## config.mk

```make
export PLATFORM = sky130hd
export DESIGN_NAME = fft_frame_sequencer
export DESIGN_NICKNAME = d
export VERILOG_FILES = /design/src/rtl/fft_seq_pkg.sv /design/src/rtl/fft_frame_sequencer_timer.sv /design/src/rtl/fft_frame_sequencer.sv
export SDC_FILE = /design/constraint.sdc
export NUM_CORES = 1
export LEC_CHECK = 0
export BUFFER_PORTS_ARGS = -buffer_cell sky130_fd_sc_hd__buf_2
export CORE_MARGIN = 2
export CORE_UTILIZATION = 45
export DETAILED_ROUTE_END_ITERATION = 8
export PLACE_DENSITY_LB_ADDON = 0.2
export SLEW_MARGIN = 20
export SYNTH_ARGS = -nofsm -noshare
export SYNTH_HDL_FRONTEND = slang
export SYNTH_HIERARCHICAL = 1
export SYNTH_SLANG_ARGS = --single-unit
```

## constraint.sdc

```tcl
create_clock -name clk -period 9.3 [get_ports clk]
set_input_delay 0.465 -clock clk [delete_from_list [all_inputs] [get_ports clk]]
set_output_delay 0.465 -clock clk [all_outputs]
set_load 0.05 [all_outputs]
```

## src/rtl/fft_seq_pkg.sv

```systemverilog
// Shared state encoding and defaults for the FFT frame sequencer.
package fft_seq_pkg;

    typedef enum logic [2:0] {
        IDLE     = 3'd0,
        ARM      = 3'd1,
        SAMPLE   = 3'd2,
        WAIT_FFT = 3'd3,
        SEND     = 3'd4,
        SPI_WAIT = 3'd5,
        HOLD     = 3'd6
    } seq_state_e;

    localparam int DEF_PERIOD_C = 16000;
    localparam int TIMEOUT_C    = 65535;

    function automatic logic is_busy_state(input seq_state_e s);
        return (s == ARM) || (s == SAMPLE) || (s == WAIT_FFT) ||
               (s == SEND) || (s == SPI_WAIT);
    endfunction

endpackage

```

## src/rtl/fft_frame_sequencer_timer.sv

```systemverilog
// Free-running frame period counter; the period is latched while the sequencer arms.
module seq_period_timer #(
    parameter int PERIOD_W   = 24,
    parameter int DEF_PERIOD = 16000
) (
    input  logic                clk,
    input  logic                rst_n,
    input  logic                clear_i,
    input  logic                load_i,
    input  logic [PERIOD_W-1:0] period_i,
    output logic                tick_o
);

    logic [PERIOD_W-1:0] period_q, period_d;
    logic [PERIOD_W-1:0] cnt_q, cnt_d;
    logic [PERIOD_W-1:0] eff_period;

    // A zero period selects the default; a period of one cannot be honoured, so it runs at two.
    always_comb begin
        if (period_q == '0) begin
            eff_period = PERIOD_W'(DEF_PERIOD);
        end else if (period_q == PERIOD_W'(1)) begin
            eff_period = PERIOD_W'(2);
        end else begin
            eff_period = period_q;
        end
    end

    assign tick_o = (cnt_q == eff_period - PERIOD_W'(1));

    always_comb begin
        period_d = load_i ? period_i : period_q;
        if (clear_i || tick_o) begin
            cnt_d = '0;
        end else begin
            cnt_d = cnt_q + PERIOD_W'(1);
        end
    end

    always_ff @(posedge clk or negedge rst_n) begin
        if (!rst_n) begin
            period_q <= '0;
            cnt_q    <= '0;
        end else begin
            period_q <= period_d;
            cnt_q    <= cnt_d;
        end
    end

endmodule

```

## src/rtl/fft_frame_sequencer.sv

```systemverilog
// Periodic frame scheduler: sampler start, fft wait, SPI output, with overrun
// counting and a per-state watchdog that aborts hung stages.
module fft_frame_sequencer
    import fft_seq_pkg::*;
#(
    parameter int PERIOD_W   = 24,
    parameter int DEF_PERIOD = DEF_PERIOD_C,
    parameter int TIMEOUT    = TIMEOUT_C,
    parameter int CNT_W      = 16
) (
    input  logic                clk,
    input  logic                rst_n,
    input  logic                enable,
    input  logic [PERIOD_W-1:0] period_in,
    input  logic                sample_run,
    input  logic                fft_finish,
    input  logic                spi_busy,
    input  logic                err_clr,
    output logic                sample_start,
    output logic                spi_start,
    output logic                frame_done,
    output logic                busy,
    output logic                error,
    output logic [CNT_W-1:0]    frame_count,
    output logic [CNT_W-1:0]    overrun_count
);

    localparam int WD_W = $clog2(TIMEOUT + 1);

    seq_state_e       state_q, state_d;
    logic [WD_W-1:0]  wd_q, wd_d;
    logic             seen_q, seen_d;
    logic             fft_done_q, fft_done_d;
    logic             error_q, error_d;
    logic [CNT_W-1:0] frame_count_q, frame_count_d;
    logic [CNT_W-1:0] overrun_q, overrun_d;
    logic             sample_start_q, spi_start_q, frame_done_q, busy_q;

    logic tick;
    logic abort;
    logic frame_evt;
    logic fft_seen;
    logic wd_expired;
    logic wd_active;
    logic state_change;

    seq_period_timer #(
        .PERIOD_W   (PERIOD_W),
        .DEF_PERIOD (DEF_PERIOD)
    ) u_timer (
        .clk      (clk),
        .rst_n    (rst_n),
        .clear_i  (state_change && (state_d == ARM)),
        .load_i   (state_q == ARM),
        .period_i (period_in),
        .tick_o   (tick)
    );

    assign wd_active    = (state_q == SAMPLE) || (state_q == WAIT_FFT) || (state_q == SPI_WAIT);
    assign wd_expired   = wd_active && (wd_q == WD_W'(TIMEOUT - 1));
    assign fft_seen     = fft_done_q || fft_finish;
    assign state_change = (state_d != state_q);

    // seen_q remembers that the stage input has risen, so a low level afterwards is its fall.
    always_comb begin
        state_d   = state_q;
        abort     = 1'b0;
        frame_evt = 1'b0;
        case (state_q)
            IDLE: begin
                if (enable) state_d = ARM;
            end
            ARM: begin
                state_d = SAMPLE;
            end
            SAMPLE: begin
                if (seen_q && !sample_run) begin
                    state_d = fft_seen ? SEND : WAIT_FFT;
                end else if (wd_expired) begin
                    abort = 1'b1;
                end
            end
            WAIT_FFT: begin
                if (fft_seen) begin
                    state_d = SEND;
                end else if (wd_expired) begin
                    abort = 1'b1;
                end
            end
            SEND: begin
                state_d = SPI_WAIT;
            end
            SPI_WAIT: begin
                if (seen_q && !spi_busy) begin
                    frame_evt = 1'b1;
                    state_d   = enable ? HOLD : IDLE;
                end else if (wd_expired) begin
                    abort = 1'b1;
                end
            end
            HOLD: begin
                if (!enable) begin
                    state_d = IDLE;
                end else if (tick) begin
                    state_d = ARM;
                end
            end
            default: begin
                state_d = IDLE;
            end
        endcase
        if (abort) state_d = IDLE;
    end

    always_comb begin
        wd_d          = '0;
        seen_d        = seen_q;
        fft_done_d    = fft_done_q;
        error_d       = error_q;
        frame_count_d = frame_count_q;
        overrun_d     = overrun_q;

        if (wd_active && !state_change) wd_d = wd_q + WD_W'(1);

        if (state_change) begin
            seen_d = 1'b0;
        end else if ((state_q == SAMPLE && sample_run) || (state_q == SPI_WAIT && spi_busy)) begin
            seen_d = 1'b1;
        end

        // Clearing on SEND/ARM entry wins over a finish pulse arriving in the same cycle.
        if (abort || (state_change && (state_d == SEND || state_d == ARM))) begin
            fft_done_d = 1'b0;
        end else if (fft_finish && (state_q == ARM || state_q == SAMPLE || state_q == WAIT_FFT)) begin
            fft_done_d = 1'b1;
        end

        if (abort) begin
            error_d = 1'b1;
        end else if (err_clr) begin
            error_d = 1'b0;
        end

        if (frame_evt) frame_count_d = frame_count_q + CNT_W'(1);

        if (tick && is_busy_state(state_q) && (overrun_q != {CNT_W{1'b1}})) begin
            overrun_d = overrun_q + CNT_W'(1);
        end
    end

    always_ff @(posedge clk or negedge rst_n) begin
        if (!rst_n) begin
            state_q        <= IDLE;
            wd_q           <= '0;
            seen_q         <= 1'b0;
            fft_done_q     <= 1'b0;
            error_q        <= 1'b0;
            frame_count_q  <= '0;
            overrun_q      <= '0;
            sample_start_q <= 1'b0;
            spi_start_q    <= 1'b0;
            frame_done_q   <= 1'b0;
            busy_q         <= 1'b0;
        end else begin
            state_q        <= state_d;
            wd_q           <= wd_d;
            seen_q         <= seen_d;
            fft_done_q     <= fft_done_d;
            error_q        <= error_d;
            frame_count_q  <= frame_count_d;
            overrun_q      <= overrun_d;
            sample_start_q <= (state_d == ARM);
            spi_start_q    <= (state_d == SEND);
            frame_done_q   <= frame_evt;
            busy_q         <= is_busy_state(state_d);
        end
    end

    assign sample_start  = sample_start_q;
    assign spi_start     = spi_start_q;
    assign frame_done    = frame_done_q;
    assign busy          = busy_q;
    assign error         = error_q;
    assign frame_count   = frame_count_q;
    assign overrun_count = overrun_q;

endmodule
```

==> key figures <==
Die
  • IO Pins: 68
  • Core area: 13800 um2
  • Die footprint: 14900 um2
  • Starting Density: 45.6%
  • Die Y: 122 um
  • Die Width: 122 um
  • Rows: 43

STA
  • Tcrit/Tclk final: 66.8%
  • Final hold slack: 113 ps
  • Final Critical Period: 6210 ps
  • Max Fclk: 161 MHz
  • Endpoints failing setup: 0
  • Slew @ Worst Pin: 1080 ps
  • RSZ-0062 raised after global routing: false
  • Hold Fails Final Rpt: 0
  • Max Slew Vio Count: 0
  • Clock skew: 12.0 ps
  • Slew headroom: 27.9%
  • Total Neg Setup Slack: 0 ps

Yosys
  • Sequential element share of the synthesized area: 42.3%
  • Syn_nets: 658
  • Asr flop ratio synth: 100%
  • Ys flop type: dfrtp_1
  • Post-synthesis register bit count: 106
  • Unique masters post-synth: 75
  • Largest family of logic cells by synthesized area: simple AND/OR/NAND/NOR gates
  • Avg Inst Size Synth: 10.1 um2
  • Mux share of post-synthesis cell area: 4.98%
  • Synthesized area: 6280 um2
  • Adder-cell area share of the yosys netlist: 1.20%
  • Post-synthesis compound-gate area fraction: 8.93%
  • Syn. warnings: 6
  • XOR/XNOR Fraction of Synth Area: 12.8%
  • Gate count after technology mapping: 621
  • Number of flops mapped to enable cells by yosys: 0
  • Post-Synth Simple-Gate Area: 26.3%

CTS
  • Setup bufs post-CTS: 0
  • Root Driver: clkbuf_16
  • CTS buffer count: 9
  • CTS sink count: 106
  • Post-CTS Resized: 0
  • CTS clk-pin slew, worst paths: 70 ps
  • CTS tree: built
  • Clock latency on the worst-skew pair: 350 ps
  • H-tree Lvls: 3
  • Max Root-Sink Buffers: 2
  • # hold bufs at CTS: 0

Hold path
  • Hold Crit Class: in -> async

Setup path
  • Slowest stage cell, crit path: nor4_1
  • Worst r2r src: u_timer/period_q[16]
  • CP Buf/Inv Count: 0
  • FF-to-FF End: wd_q[4]
  • Worst Path Max Fanout: 17
  • Crit start category: register
  • Cell Chain, Critical Path: nor4_2 > nand4b_1 > nor3_2 > or2b_1 > ha_1 > or3b_1 > or4_1 > xnor2_1 > o32a_1 > o211ai_1 > nand3b_1 > nor4_1 > o22a_1 > and3_1 > a221o_1 > nor4_1
  • Most used cell, CP: nor4_1
  • Worst Reg2Reg Path Length in Cells: 16
  • Critical path class: reg -> reg
  • R2R setup slack: 3090 ps
  • CP arrival: 6400 ps
  • Worst path top cell family by delay: simple AND/OR/NAND/NOR gates
  • CP Capture Type: register
  • Worst EP required: 9480 ps
  • Crit-path max cell delay: 750 ps

Global routing
  • Antenna violations before repair: 0
  • Global-route wire length before repair: 23500 um
  • Tot GR Track Use: 20.2%
  • Vias in the first global route: 4638
  • Largest net degree at the start of global routing: 62
  • GRT overflow: 0

Detailed routing
  • WL/cell: 16.5 um
  • Post-route ant nets: 0
  • DRT iter0 DRCs: 300
  • WL final: 14200 um
  • Via/cell ratio: 5.68
  • DRT Pass-1 Iters: 5
  • Vias: 4877
  • DRC Markers: 0

Final layout
  • Layout cells sized above 1: 23.6%
  • Final net count: 711
  • Synth-to-layout area growth: 11.7%
  • Antenna diode count: 0
  • Core Util, Final: 50.9%
  • Fillers: 1311
  • Post-Layout Cell Count: 859

Outcome
  • Status: completed

Pwr
  • Maximum VDD drop: 126 uV
  • Pwr/cell area: 243 nW/um2
  • Cell leakage power: 0.00296 uW

Placement
  • Cells after DPL: 843
  • Buffers on Ports: 67
  • Final GP Congestion: 1.00
  • HPWL Detailed: 10600 um

Job
  • Max Cap Viol: 0
## logic make-up after synthesis
family,Yosys count
AND/OR/NAND/NOR,278
flip-flops,106
XOR/XNOR,92
AO/OA/AOI/OAI,73
buffers and inverters,38
multiplexers,28
adder cells (fa/ha/maj),6
## area by class of cell
cell class	count	area, um2	area share, %
sequential	106	2650	37.8
inverter	9	33.8	0.482
timing repair buffer	71	368	5.25
clock buffer	11	233	3.32
clock inverter	5	86.3	1.23
multi-input combinational	477	3410	48.7
tap	180	225	3.21
## per-stage QoR
stage | setup WS (ps) | cell area, um2 | total power (uW)
finish | 3090 | 7010 | 1700
global route | 2660 | 7010 | 1810
CTS | 3150 | 7010 | 1720
detailed placement | 3170 | 6690 | 1300
global placement | 3330 | 6690 | 1300
floorplan | 4030 | 6280 | 1180
## registers in the layout (all words and copies together) (netlist names)
name	count
busy	1
error	1
fft_done_q	1
frame_count	16
frame_done	1
overrun_count	16
sample_start	1
seen_q	1
spi_start	1
state_q	3
u_timer/cnt_q	24
u_timer/period_q	24
wd_q	16
## power breakdown
| part | switching (uW) | internal (uW) |
|---|---|---|
| logic | 341 | 258 |
| clock network | 168 | 238 |
| registers | 158 | 541 |
| total | 667 | 1040 |
## per-layer routing
| metal | vias up | share of wire [%] | global-route usage [%] |
|---|---|---|---|
| met2 | 109 | 49 | 32.8 |
| met5 | - | 0 | 0 |
| li1 | 2354 | - | - |
| met4 | 0 | 1.8 | 6.47 |
| met3 | 22 | 3.8 | 3.93 |
| met1 | 2392 | 46 | 27.1 |
## worst max-delay path by stage
stage / startpoint / endpoint / slack (ps) / depth (start not counted)
2_1_floorplan: u_timer/period_q[16] / wd_q[7] / 4030 / 19
3_5_place_dp: u_timer/period_q[16] / wd_q[7] / 3170 / 16
4_1_cts: u_timer/period_q[16] / wd_q[4] / 3150 / 16
5_1_grt: u_timer/period_q[16] / wd_q[4] / 2660 / 16
6_report: u_timer/period_q[16] / wd_q[4] / 3090 / 16
3_3_place_gp: u_timer/period_q[8] / wd_q[5] / 3330 / 16
## layout by cell type, fill, tap and decap left out, drive strengths merged, types with 3 or more instances in the layout
cell    synthesis  layout
a211oi          6       6
a21boi          3       3
a21oi          15      15
and2            7       7
and3           24      24
and4            4       4
buf            14      71
clkbuf         15      11
dfrtp         106     106
ha              6       6
inv             9      10
mux2           26      26
nand2          38      38
nand2b          3       3
nand3          36      36
nand3b          3       3
nand4          23      23
nand4b          4       4
nor2           55      55
nor2b           7       7
nor3           22      22
nor3b           4       4
nor4           27      27
o211ai          3       3
o21ai          16      16
or2             3       3
or2b            3       3
or3             5       5
or4             5       5
xnor2          51      51
xor2           41      41
## worst register-to-register path, delay by kind of cell (launching register included)
family	cells	cell delay, ps
simple gates	10	3640
compound gates	4	1540
flops	1	430
fa+ha+maj	1	240
xor+xnor	1	200
## cells in the mapped netlist (7+ instances only)
cell type / instances / area, um2
a21oi_1: 14 / 70.1
inv_1: 9 / 33.8
xnor2_1: 51 / 447
xor2_1: 41 / 359
and3_1: 23 / 144
nor4_1: 16 / 100
nand4_1: 22 / 138
clkbuf_1: 14 / 52.6
nor4_2: 10 / 125
nor2b_1: 7 / 43.8
mux2_2: 26 / 293
dfrtp_1: 106 / 2650
nand2_1: 38 / 143
o21ai_0: 15 / 75.1
nor2_1: 34 / 128
nor2_2: 21 / 131
nand3_1: 36 / 180
nor3_1: 18 / 90.1
and2_1: 7 / 43.8
(Power assumes the default switching activity.)
